`config.mk`:
```
export PLATFORM = sky130hd
export DESIGN_NAME = bus_arbiter_2m
export DESIGN_NICKNAME = d
export VERILOG_FILES = /design/src/rtl/bus_arbiter_2m.sv
export SDC_FILE = /design/constraint.sdc
export NUM_CORES = 1
export LEC_CHECK = 0
export ABC_AREA = 0
export CAP_MARGIN = 20
export CORE_AREA = 2 2 118 120
export CTS_CLUSTER_SIZE = 24
export DETAILED_ROUTE_END_ITERATION = 7
export DIE_AREA = 0 0 120 122
export GPL_ROUTABILITY_DRIVEN = 0
export PLACE_DENSITY = 0.73
export SETUP_SLACK_MARGIN = 0.05
export SYNTH_ARGS = -nofsm -noshare
export SYNTH_HDL_FRONTEND = slang
export SYNTH_SLANG_ARGS = --single-unit
```
`constraint.sdc`:
```
create_clock -name clk -period 4 [get_ports clk]
set_input_delay 0.6 -clock clk [delete_from_list [all_inputs] [get_ports clk]]
set_output_delay 0.6 -clock clk [all_outputs]
set_load 0.1 [all_outputs]
```
`src/rtl/bus_arbiter_2m.sv`:
```
// Two-master, one-slave round-robin bus arbiter with per-grant slave timeout.
// Master 0 (core load/store) waiting for the bus raises hold_core to stall the pipeline.
module bus_arbiter_2m #(
    parameter int ADDR_W  = 32,
    parameter int DATA_W  = 32,
    parameter int TIMEOUT = 15
) (
    input  logic              clk,
    input  logic              rstn,
    input  logic              m0_req,
    input  logic              m0_we,
    input  logic [ADDR_W-1:0] m0_addr,
    input  logic [DATA_W-1:0] m0_wdata,
    output logic [DATA_W-1:0] m0_rdata,
    output logic              m0_ack,
    output logic              m0_err,
    input  logic              m1_req,
    input  logic              m1_we,
    input  logic [ADDR_W-1:0] m1_addr,
    input  logic [DATA_W-1:0] m1_wdata,
    output logic [DATA_W-1:0] m1_rdata,
    output logic              m1_ack,
    output logic              m1_err,
    output logic              s_req,
    output logic              s_we,
    output logic [ADDR_W-1:0] s_addr,
    output logic [DATA_W-1:0] s_wdata,
    input  logic [DATA_W-1:0] s_rdata,
    input  logic              s_ack,
    output logic              hold_core,
    output logic [1:0]        grant
);

    typedef enum logic [1:0] {IDLE, GNT0, GNT1} state_t;

    state_t            state, state_nxt;
    logic              last_grant, last_grant_nxt;
    logic [7:0]        tmo_cnt, tmo_cnt_nxt;
    logic [DATA_W-1:0] m0_rdata_q, m1_rdata_q;

    logic gnt0, gnt1, busy, cur_req, timed_out, done_err, abort;

    assign gnt0      = (state == GNT0);
    assign gnt1      = (state == GNT1);
    assign busy      = gnt0 | gnt1;
    assign cur_req   = (gnt0 & m0_req) | (gnt1 & m1_req);
    assign timed_out = busy & (tmo_cnt == 8'(TIMEOUT));
    // A slave ack in the timeout cycle wins over the error.
    assign done_err  = timed_out & cur_req & ~s_ack;
    assign abort     = busy & ~cur_req & ~s_ack;

    // Slave side follows the granted master only; the other master is masked.
    always_comb begin
        // NOTE: every always_comb output gets a default first so no path infers a latch.
        s_req   = 1'b0;
        s_we    = 1'b0;
        s_addr  = '0;
        s_wdata = '0;
        if (gnt0) begin
            s_req   = m0_req & ~timed_out;
            s_we    = m0_we;
            s_addr  = m0_addr;
            s_wdata = m0_wdata;
        end else if (gnt1) begin
            s_req   = m1_req & ~timed_out;
            s_we    = m1_we;
            s_addr  = m1_addr;
            s_wdata = m1_wdata;
        end
    end

    assign m0_ack   = gnt0 & (s_ack | done_err);
    assign m1_ack   = gnt1 & (s_ack | done_err);
    assign m0_err   = gnt0 & done_err;
    assign m1_err   = gnt1 & done_err;
    assign m0_rdata = (gnt0 & s_ack) ? s_rdata : m0_rdata_q;
    assign m1_rdata = (gnt1 & s_ack) ? s_rdata : m1_rdata_q;
    assign grant    = {gnt1, gnt0};
    // Gated by rstn so the stall releases the instant reset asserts.
    assign hold_core = rstn & m0_req & ~m0_ack;

    always_comb begin
        state_nxt      = state;
        last_grant_nxt = last_grant;
        tmo_cnt_nxt    = tmo_cnt;
        case (state)
            IDLE: begin
                tmo_cnt_nxt = '0;
                if (m0_req && m1_req) state_nxt = last_grant ? GNT0 : GNT1;
                else if (m0_req)      state_nxt = GNT0;
                else if (m1_req)      state_nxt = GNT1;
            end
            GNT0, GNT1: begin
                if (s_ack || done_err || abort) begin
                    state_nxt      = IDLE;
                    last_grant_nxt = gnt1;
                end else begin
                    tmo_cnt_nxt = tmo_cnt + 8'd1;
                end
            end
            default: state_nxt = IDLE;
        endcase
    end

    always_ff @(posedge clk or negedge rstn) begin
        if (!rstn) begin
            state      <= IDLE;
            last_grant <= 1'b1;
            tmo_cnt    <= '0;
            m0_rdata_q <= '0;
            m1_rdata_q <= '0;
        end else begin
            // NOTE: non-blocking assignments keep every register sampling pre-edge values.
            state      <= state_nxt;
            last_grant <= last_grant_nxt;
            tmo_cnt    <= tmo_cnt_nxt;
            if (gnt0 && s_ack) m0_rdata_q <= s_rdata;
            if (gnt1 && s_ack) m1_rdata_q <= s_rdata;
        end
    end

endmodule
```
==> impl_summary.txt, run 1 <==
----------------------------------------------------
[Critical path]
  Worst path slowest cell ... sky130_fd_sc_hd__buf_4
  Arrival time of the worst setup path ... 2440 ps
  Crit path kind ... reg -> out
  Flop2flop setup slack ... 1650 ps
  Reg2reg path depth ... 6
  Crit. End Element ... output pin
  Worst Setup Start Kind ... register
  Required time at the worst-slack endpoint ... 3400 ps
  Crit path cell chain ... inv_1 > ha_4 > buf_4 > nand2_1 > o21ai_1 > buf_4
  Delay of the slowest cell on the worst path ... 560 ps
  Biggest fanout along the worst timing path ... 67
  Critical R2R Launch ... state[1]
  Worst reg2reg endpoint ... tmo_cnt[3]
  Most frequent cell on the critical path ... sky130_fd_sc_hd__buf_4

[Clock network]
  Post-CTS setup buffer count ... 0
  Clock latency reported for the late side of the worst-skew pair ... 330 ps
  Buffer cell driving the clock tree root ... sky130_fd_sc_hd__clkbuf_16
  Number of CTS-inserted buffers ... 9
  Post-cts repair resize count ... 0
  TritonCTS sink count ... 75
  Number of buffers between clock root and the deepest sink ... 2
  CTS clock-pin slew for the worst setup and hold paths ... 50 ps
  Hold bufs inserted after CTS ... 0
  H-tree lvl count ... 3
  TritonCTS clock tree ... yes

[Yosys]
  Number of nets in the synthesized netlist ... 602
  Most used DFF post-synth ... sky130_fd_sc_hd__dfrtp_1
  Synth Register Bits ... 75
  Post-synthesis async set-or-reset flop share ... 100%
  Post-synthesis cell type count ... 40
  Post-synthesis cell count ... 431
  Syn avg cell area ... 9.38 µm²
  Sequential fraction of the synthesis area ... 46.4%
  Number of enable flip-flop cells after synthesis ... 0
  Yosys warning count ... 0
  Mapped cell area ... 4040 µm²

[STA]
  Final count of pins violating max slew ... 0
  Final hold violation count ... 0
  Final critical-path share of the clock period ... 76.1%
  Total setup violations reported at the end of the flow ... 0
  Slew Limit Headroom ... 36.1%
  Setup slack after layout ... 957 ps
  Min Clock Period, post-route ... 3040 ps
  Post-Route Setup TNS ... 0 ps
  Largest clock skew in the final design ... 3.07 ps
  Worst-Margin Slew ... 959 ps
  Unrepaired setup endpoints after global routing ... false
  Max frequency ... 329 MHz

[Die]
  # rows ... 43
  Effective utilization at floorplan ... 29.9%
  Total core area ... 13500 µm²
  DIE WIDTH ... 120 µm
  Die footprint ... 14600 µm²
  Die height ... 122 µm
  Number of placed I/O pins ... 304

[Route]
  Detailed Routing Iterations Pass 1 ... 4
  Number of antenna-violating nets in the routed design ... 0
  Detailed router's first-iteration violation count ... 230
  Wire per inst ... 18.0 µm
  Routed vias/inst ... 4.85
  Number of DRC violations after detailed routing ... 0
  WL final ... 16.2 mm
  Total via count in the routed design ... 4371

[GRT]
  Met3 Usage GRT ... 7.21%
  First-pass GRT wire length ... 24.3 mm
  Final global-route overflow total ... 0
  Met2 routing resource usage after global routing ... 35.5%
  Global-route usage over all layers ... 21.2%
  Largest net degree at the start of global routing ... 76
  GR Layer Usage met1 ... 26.0%
  Initial antenna violation count ... 0
  Via count of the first global-routing pass ... 4508
  Most Crowded Layer GR ... met2

[Placement]
  Number of port buffers ... 303
  DP Area ... 7670 µm²
  Sum of net half-perimeters after detailed placement ... 12.6 mm
  Post-Place Setup Slack ... 1060 ps

[Hold path]
  Start point of the worst hold path ... m1_rdata_q[6]
  Worst Hold End ... m1_rdata_q[6]
  Number of instances on the worst hold path ... 1
  HP Class ... reg -> reg

[Final layout]
  Filler cells ... 1151
  Finished layout cell area ... 7990 µm²
  Area growth from synthesis to layout ... 97.5%
  Number of nets in the final layout ... 889
  Share of cells above drive strength 1 ... 32.0%
  Antenna fix cells ... 0

[Job]
  Number of maximum-capacitance constraint violations ... 0

[Run status]
  Status ... complete, no violations

----------------------------------------------------
[stage by stage]
stage	utilization (%)	hold slack, ps	std cells
2_1_floorplan	-	304	431
3_3_place_gp	56.8	511	887
3_5_place_dp	56.8	522	887
4_1_cts	59.1	536	902
5_1_grt	59.1	549	902
6_report	59.1	534	902
[cells by family (layout without fill, tap and decap cells)]
family,Yosys count,in the layout,share of synthesized area [%]
fa+ha+maj,4,4,1.24
compound gates,91,91,13.7
buf+inv,38,329,3.99
simple gates,157,157,16.3
flops,75,75,46.4
mux,65,65,18.1
xor+xnor,1,1,0.217
[final cells by class]
| class | count | area [µm²] | share of cell area (%) |
|---|---|---|---|
| well taps | 180 | 225 | 2.82 |
| inverters | 5 | 18.8 | 0.235 |
| clock inverters | 1 | 30.0 | 0.376 |
| flip-flops and latches | 75 | 1880 | 23.5 |
| repair buffers | 309 | 3530 | 44.2 |
| clock buffers | 14 | 284 | 3.56 |
| multi-input cells | 318 | 2020 | 25.3 |
[critical path: cells and delay by family, from the launching register on]
kind	cells	cell delay, ps
flip-flops	1	390
AND/OR/NAND/NOR	1	200
AO/OA/AOI/OAI	1	150
buffers and inverters	3	1000
adder cells (fa/ha/maj)	1	360
[state kept, by name, summed over array words and instances (netlist names)]
name,cells
last_grant,1
m0_rdata_q,32
m1_rdata_q,32
state,2
tmo_cnt,8
[layout by cell type (no fill, tap or decap), types with 6 or more instances in the layout]
| cell | instances |
|---|---|
| sky130_fd_sc_hd__buf_4 | 79 |
| sky130_fd_sc_hd__nand3_1 | 9 |
| sky130_fd_sc_hd__dfrtp_1 | 74 |
| sky130_fd_sc_hd__clkbuf_16 | 9 |
| sky130_fd_sc_hd__a22o_1 | 9 |
| sky130_fd_sc_hd__mux2_2 | 65 |
| sky130_fd_sc_hd__buf_12 | 64 |
| sky130_fd_sc_hd__clkdlybuf4s50_1 | 165 |
| sky130_fd_sc_hd__nand2_1 | 128 |
| sky130_fd_sc_hd__o21ai_1 | 57 |
| sky130_fd_sc_hd__o21ai_0 | 6 |
[synthesized netlist by cell type, drive strengths merged (4+ instances only)]
cell | instances | area, µm²
a21oi | 5 | 25.0
and3 | 5 | 36.3
dfrtp | 74 | 1850
inv | 5 | 18.8
ha | 4 | 50.1
mux2 | 65 | 732
a22o | 9 | 78.8
nand2 | 128 | 480
nand3 | 9 | 45.0
buf | 10 | 56.3
o21ai | 63 | 315
clkbuf | 23 | 86.3
[worst max-delay path by stage]
stage,start,to,slack [ps],cells after the start
final,state[1],s_wdata[19],960,6
after global routing,state[1],s_wdata[19],770,6
after CTS,state[1],s_wdata[19],950,6
after detailed placement,s_ack,m1_rdata[30],1060,5
after global placement,s_ack,m0_rdata[21],1070,5
after floorplan,state[0],s_req,620,6
[metal layers]
metal	wire (µm)	share of wire, %	up-vias
met5	0	0	-
met4	335	2.1	0
met3	1640	10	19
met2	7900	49	210
met1	6320	39	2082
li1	-	-	2060
Power of run 1 is not shown: default switching activity piles up to over one toggle a cycle in this logic, so the estimate is an artifact.
==> inputs of run 2 (changes only) <==
--- a/config.mk
+++ b/config.mk
@@ -7,12 +7,12 @@
 export LEC_CHECK = 0
 export ABC_AREA = 0
 export CAP_MARGIN = 20
-export CORE_AREA = 2 2 118 120
+export CORE_AREA = 2 2 119 121
 export CTS_CLUSTER_SIZE = 24
 export DETAILED_ROUTE_END_ITERATION = 7
-export DIE_AREA = 0 0 120 122
+export DIE_AREA = 0 0 121 123
 export GPL_ROUTABILITY_DRIVEN = 0
-export PLACE_DENSITY = 0.73
+export PLACE_DENSITY = 0.72
 export SETUP_SLACK_MARGIN = 0.05
 export SYNTH_ARGS = -nofsm -noshare
 export SYNTH_HDL_FRONTEND = slang
==> constraint.sdc (replaced) <==
create_clock -name clk -period 2.85 [get_ports clk]
set_input_delay 0.4275 -clock clk [delete_from_list [all_inputs] [get_ports clk]]
set_output_delay 0.4275 -clock clk [all_outputs]
set_load 0.1 [all_outputs]
==> run 2 against run 1 <==
  * Cell count is 0.33% higher
  * First-iteration DRC count up 26%
  * Design area rose by 14%
  * Critical endpoint is now hold_core
  * Routed wire length increased by 4.0%
==> impl_summary.txt, run 2 (synthesis results as in run 1) <==
----------------------------------------------------
[Run status]
  Status ... complete, no violations

[Final layout]
  Filler cells ... 954
  Antenna fix cells ... 0
  Multi-input logic area ... 2240 µm²
  Commonest cells after routing, fill and taps aside ... sky130_fd_sc_hd__clkdlybuf4s50_1 (165), sky130_fd_sc_hd__buf_12 (139), sky130_fd_sc_hd__nand2_1 (128)
  Finished layout cell area ... 9140 µm²
  Number of nets in the final layout ... 894
  Area growth from synthesis to layout ... 126%
  Area taken by flip-flops and latches ... 1880 µm²
  Cell Count, Final, Fillers Out ... 905
  Biggest registers after layout ... m0_rdata_q (32), m1_rdata_q (32), tmo_cnt (8)
  Final Util ... 67.1%
  Share of cells above drive strength 1 ... 40.4%
  Most common cell after layout, fill and taps aside ... sky130_fd_sc_hd__clkdlybuf4s50_1

[GRT]
  First-pass GRT wire length ... 25.2 mm
  Most Crowded Layer GR ... met2
  Via count of the first global-routing pass ... 4559
  Final global-route overflow total ... 0
  Met2 routing resource usage after global routing ... 36.3%
  Global-route usage over all layers ... 21.9%
  Met3 Usage GRT ... 8.63%
  Largest net degree at the start of global routing ... 76
  Initial antenna violation count ... 0
  GR Layer Usage met1 ... 26.6%

[Clock network]
  Clock latency reported for the late side of the worst-skew pair ... 330 ps
  TritonCTS sink count ... 75
  CTS clock-pin slew for the worst setup and hold paths ... 50 ps
  H-tree lvl count ... 3
  Number of buffers between clock root and the deepest sink ... 2
  Number of CTS-inserted buffers ... 9
  Buffer cell driving the clock tree root ... sky130_fd_sc_hd__clkbuf_16
  TritonCTS clock tree ... yes
  Hold bufs inserted after CTS ... 0

[Placement]
  Sum of net half-perimeters after detailed placement ... 13.1 mm
  DP Area ... 8860 µm²
  Number of port buffers ... 303
  Placed Cells incl. Taps ... 892

[Hold path]
  HP Class ... in -> async

[Die]
  Effective utilization at floorplan ... 29.7%
  Die height ... 123 µm
  Total core area ... 13600 µm²
  Number of placed I/O pins ... 304
  # rows ... 43
  Die footprint ... 14900 µm²
  DIE WIDTH ... 121 µm

[Route]
  Detailed router's first-iteration violation count ... 290
  Total via count in the routed design ... 4385
  Wire per inst ... 18.6 µm
  Routed vias/inst ... 4.85
  Number of DRC violations after detailed routing ... 0
  Detailed Routing Iterations Pass 1 ... 5
  WL final ... 16.8 mm
  Number of antenna-violating nets in the routed design ... 0

[Critical path]
  Arrival time of the worst setup path ... 2230 ps
  Biggest fanout along the worst timing path ... 7
  Crit path kind ... reg -> out
  Worst Setup Start Kind ... register
  Required time at the worst-slack endpoint ... 2420 ps
  Crit. End Element ... output pin

[STA]
  Final hold violation count ... 0
  Unrepaired setup endpoints after global routing ... false
  Total setup violations reported at the end of the flow ... 0
  Max frequency ... 377 MHz
  Largest clock skew in the final design ... 7.33 ps
  Post-Route Setup TNS ... 0 ps
  Slew Limit Headroom ... 38.6%
  Final count of pins violating max slew ... 0
  Final critical-path share of the clock period ... 93.1%
  Min Clock Period, post-route ... 2650 ps
  Worst-Margin Slew ... 920 ps

[Job]
  Number of maximum-capacitance constraint violations ... 0

----------------------------------------------------
## run 2: cell count changes in the layout (fill, tap and decap cells not counted), sizes merged
cell	previous run	this run
buf	144	149
clkinv	0	3
clkbuf	14	9
## run 2: worst max-delay path, cell delays in order (launching register included)
cell and delay (ps):
sky130_fd_sc_hd__dfrtp_1 390, sky130_fd_sc_hd__inv_1 100, sky130_fd_sc_hd__ha_1 410, sky130_fd_sc_hd__nand4_1 230, sky130_fd_sc_hd__nor2_2 270, sky130_fd_sc_hd__o21ai_0 110, sky130_fd_sc_hd__and3_1 230, sky130_fd_sc_hd__buf_12 170
## run 2: final timing paths
check / from / endpoint / slack, ps / cells after the start
worst max register to register: state[0] / tmo_cnt[3] / 400 / 6
max in group asynchronous: rstn / m0_rdata_q[4] / 1910 / 2
worst max-delay path: state[0] / hold_core / 200 / 7
min in group clk: m0_rdata_q[19] / m0_rdata_q[19] / 530 / 1
worst min-delay path: rstn / m0_rdata_q[12] / 350 / 2
worst min register to register: m0_rdata_q[19] / m0_rdata_q[19] / 530 / 1
## run 2: area by class of cell
cell class                      count  area share (%)
Timing Repair Buffer              314            49.3
Inverter                            5           0.205
Clock inverter                      4           0.493
Clock buffer                        9            2.47
Sequential cell                    75            20.6
Multi-Input combinational cell    318            24.5
Tap cell                          180            2.47
## run 2: per-stage QoR
step / setup slack, ps / hold WS (ps)
after detailed placement: 341 / 522
final: 196 / 348
after global routing: 58.0 / 429
after global placement: 368 / 508
after CTS: 153 / 386
after floorplan: -192 / 132
## run 2: timing repair
item,in CTS,in global routing
resized for setup,0,1
setup endpoints to repair,0,1
setup buffers,0,0
## run 2: layer usage
metal / part of all wire [%] / routed length [µm] / up-vias
met1: 39 / 6530 / 2036
met5: 0 / 0 / -
li1: - / - / 2085
met2: 48 / 8140 / 243
met4: 1.8 / 295 / 0
met3: 11 / 1870 / 21
Power of run 2 is left out for the same reason.
==> inputs of run 3 (changes only) <==
--- a/config.mk
+++ b/config.mk
@@ -7,12 +7,12 @@
 export LEC_CHECK = 0
 export ABC_AREA = 0
 export CAP_MARGIN = 20
-export CORE_AREA = 2 2 119 121
+export CORE_MARGIN = 2
+export CORE_UTILIZATION = 31
 export CTS_CLUSTER_SIZE = 24
 export DETAILED_ROUTE_END_ITERATION = 7
-export DIE_AREA = 0 0 121 123
 export GPL_ROUTABILITY_DRIVEN = 0
-export PLACE_DENSITY = 0.72
+export PLACE_DENSITY = 0.78
 export SETUP_SLACK_MARGIN = 0.05
 export SYNTH_ARGS = -nofsm -noshare
 export SYNTH_HDL_FRONTEND = slang
==> constraint.sdc (replaced) <==
create_clock -name clk -period 2.26 [get_ports clk]
set_input_delay 0.339 -clock clk [delete_from_list [all_inputs] [get_ports clk]]
set_output_delay 0.339 -clock clk [all_outputs]
set_load 0.1 [all_outputs]
==> run 3 against run 2 <==
  * Via count rose by 20%
  * Highest routed layer unchanged
  * The flow now finishes with violations (negative setup slack)
  * Global-route usage rose by 9.7 points
  * Sequential share of layout area fell by 3.6 points
  * Hold slack got worse by 50 ps
  * First-iteration DRC count rose by 23%
  * Register-to-register slack got worse by 390 ps
==> impl_summary.txt, run 3 (synthesis results as in run 1) <==
----------------------------------------------------
[Placement]
  Number of port buffers ... 303
  Sum of net half-perimeters after detailed placement ... 14.5 mm
  Post-Place Setup Slack ... 103 ps

[GRT]
  Initial antenna violation count ... 1
  Most Crowded Layer GR ... met2
  Final global-route overflow total ... 0
  Global-route usage over all layers ... 31.6%
  GR Layer Usage met1 ... 33.0%
  Met2 routing resource usage after global routing ... 56.0%
  Met3 Usage GRT ... 11.0%
  Via count of the first global-routing pass ... 5499
  First-pass GRT wire length ... 34.0 mm
  Largest net degree at the start of global routing ... 76

[Critical path]
  Critical R2R Launch ... state[0]
  Family with the most delay on the worst path ... buffers and inverters
  Worst reg2reg endpoint ... state[0]
  Crit path cell chain ... inv_2 > ha_4 > nand2_8 > buf_12 > mux2_4 > buf_12
  Most frequent cell on the critical path ... sky130_fd_sc_hd__buf_12
  Flop2flop setup slack ... 10 ps
  Biggest fanout along the worst timing path ... 8
  Reg2reg path depth ... 10
  Crit path kind ... reg -> out
  Arrival time of the worst setup path ... 1990 ps
  Worst Setup Start Kind ... register
  Worst path slowest cell ... sky130_fd_sc_hd__dfrtp_1
  Buffering stage count on the worst path with inverters included ... 3
  Crit. End Element ... output pin
  Delay of the slowest cell on the worst path ... 410 ps
  Required time at the worst-slack endpoint ... 1920 ps

[Clock network]
  CTS clock-pin slew for the worst setup and hold paths ... 60 ps
  Number of buffers between clock root and the deepest sink ... 2
  H-tree lvl count ... 3
  Hold bufs inserted after CTS ... 0
  TritonCTS sink count ... 75
  Buffer cell driving the clock tree root ... sky130_fd_sc_hd__clkbuf_16
  TritonCTS clock tree ... yes
  Clock latency reported for the late side of the worst-skew pair ... 340 ps
  Number of CTS-inserted buffers ... 9

[Route]
  Total via count in the routed design ... 5266
  Number of antenna-violating nets in the routed design ... 0
  WL final ... 25.8 mm
  Detailed Routing Iterations Pass 1 ... 4
  Detailed router's first-iteration violation count ... 358
  Routed vias/inst ... 5.47
  Wire per inst ... 26.8 µm
  Number of DRC violations after detailed routing ... 0

[Final layout]
  Area growth from synthesis to layout ... 175%
  Share of cells above drive strength 1 ... 53.0%
  Number of nets in the final layout ... 955
  Commonest cells after routing, fill and taps aside ... sky130_fd_sc_hd__clkdlybuf4s50_1 (164), sky130_fd_sc_hd__buf_12 (145), sky130_fd_sc_hd__nand2_1 (90)
  Biggest registers after layout ... m0_rdata_q (32), m1_rdata_q (32), tmo_cnt (8)
  Most common cell after layout, fill and taps aside ... sky130_fd_sc_hd__clkdlybuf4s50_1
  Final Util ... 87.7%
  Filler cells ... 511

[STA]
  Final critical-path share of the clock period ... 103%
  Unrepaired setup endpoints after global routing ... true
  Setup slack after layout ... -64.8 ps
  Worst-Margin Slew ... 939 ps
  Max frequency ... 430 MHz
  Slew Limit Headroom ... 37.4%
  Min Clock Period, post-route ... 2320 ps
  Post-Route Setup TNS ... -1830 ps
  Final count of pins violating max slew ... 0
  Largest clock skew in the final design ... 6.86 ps
  Total setup violations reported at the end of the flow ... 64
  Final hold violation count ... 0

[Die]
  Die footprint ... 14000 µm²
  Die height ... 118 µm
  Number of placed I/O pins ... 304
  # rows ... 41
  DIE WIDTH ... 118 µm
  Effective utilization at floorplan ... 31.9%
  Total core area ... 12700 µm²

[Run status]
  Violations in the final reports ... negative setup slack
  Status ... finished with violations

[Hold path]
  HP Class ... in -> async

[Job]
  Number of maximum-capacitance constraint violations ... 0

----------------------------------------------------
-- run 3: changes by cell type in the layout (fill, tap and decap cells not counted), moves of 5 or more --
cell,delta
sky130_fd_sc_hd__buf_6,+6
sky130_fd_sc_hd__mux2_2,-62
sky130_fd_sc_hd__a22o_4,+8
sky130_fd_sc_hd__nand2_1,-38
sky130_fd_sc_hd__buf_12,+6
sky130_fd_sc_hd__buf_16,+12
sky130_fd_sc_hd__clkbuf_16,+5
sky130_fd_sc_hd__nand2_4,+20
sky130_fd_sc_hd__buf_4,+30
sky130_fd_sc_hd__o21ai_4,+49
sky130_fd_sc_hd__mux2_4,+62
sky130_fd_sc_hd__o21ai_2,-47
sky130_fd_sc_hd__nand2_2,+16
sky130_fd_sc_hd__a22o_1,-8
-- run 3: cell type report --
cell class                 instances  area (µm²)  share of cell area, %
clock buffer                      12         256                   2.31
antenna                            1        2.50                 0.0225
sequential                        75        1880                   16.9
tap                              172         215                   1.94
timing repair buffer             375        5400                   48.7
clock inverter                     4         120                   1.08
multi-input combinational        318        3210                   28.9
inverter                           5        18.8                  0.169
-- run 3: metrics by stage --
step | cells | hold slack (ps) | cell area (µm²)
2_1_floorplan | 431 | 43.4 | 4730
3_3_place_gp | 895 | 501 | 9440
3_5_place_dp | 895 | 502 | 9440
4_1_cts | 934 | 315 | 10400
5_1_grt | 962 | 397 | 11100
6_report | 962 | 298 | 11100
-- run 3: worst max-delay path by stage --
stage | startpoint | endpoint | slack, ps | depth (start not counted)
floorplan | state[1] | s_addr[19] | -220 | 5
global placement | s_ack | m1_rdata[3] | 170 | 5
detailed placement | state[0] | hold_core | 100 | 7
CTS | state[1] | m1_rdata[6] | -20 | 6
global route | state[0] | m1_rdata[20] | -100 | 6
finish | state[0] | m1_rdata[20] | -60 | 6
-- run 3: routing by layer --
metal,routed length (µm),up-vias
met4,1780,0
met3,2310,123
met5,0,-
met1,8510,2606
li1,-,2206
met2,13200,331
-- run 3: repair_timing --
item / in CTS / in global routing
endpoints found under the setup margin: 133 / 134
resized for setup: 56 / 101
buffers inserted: 15 / 20
cloned: 9 / 7
pin swaps: 9 / 34
Power of run 3 is left out for the same reason.
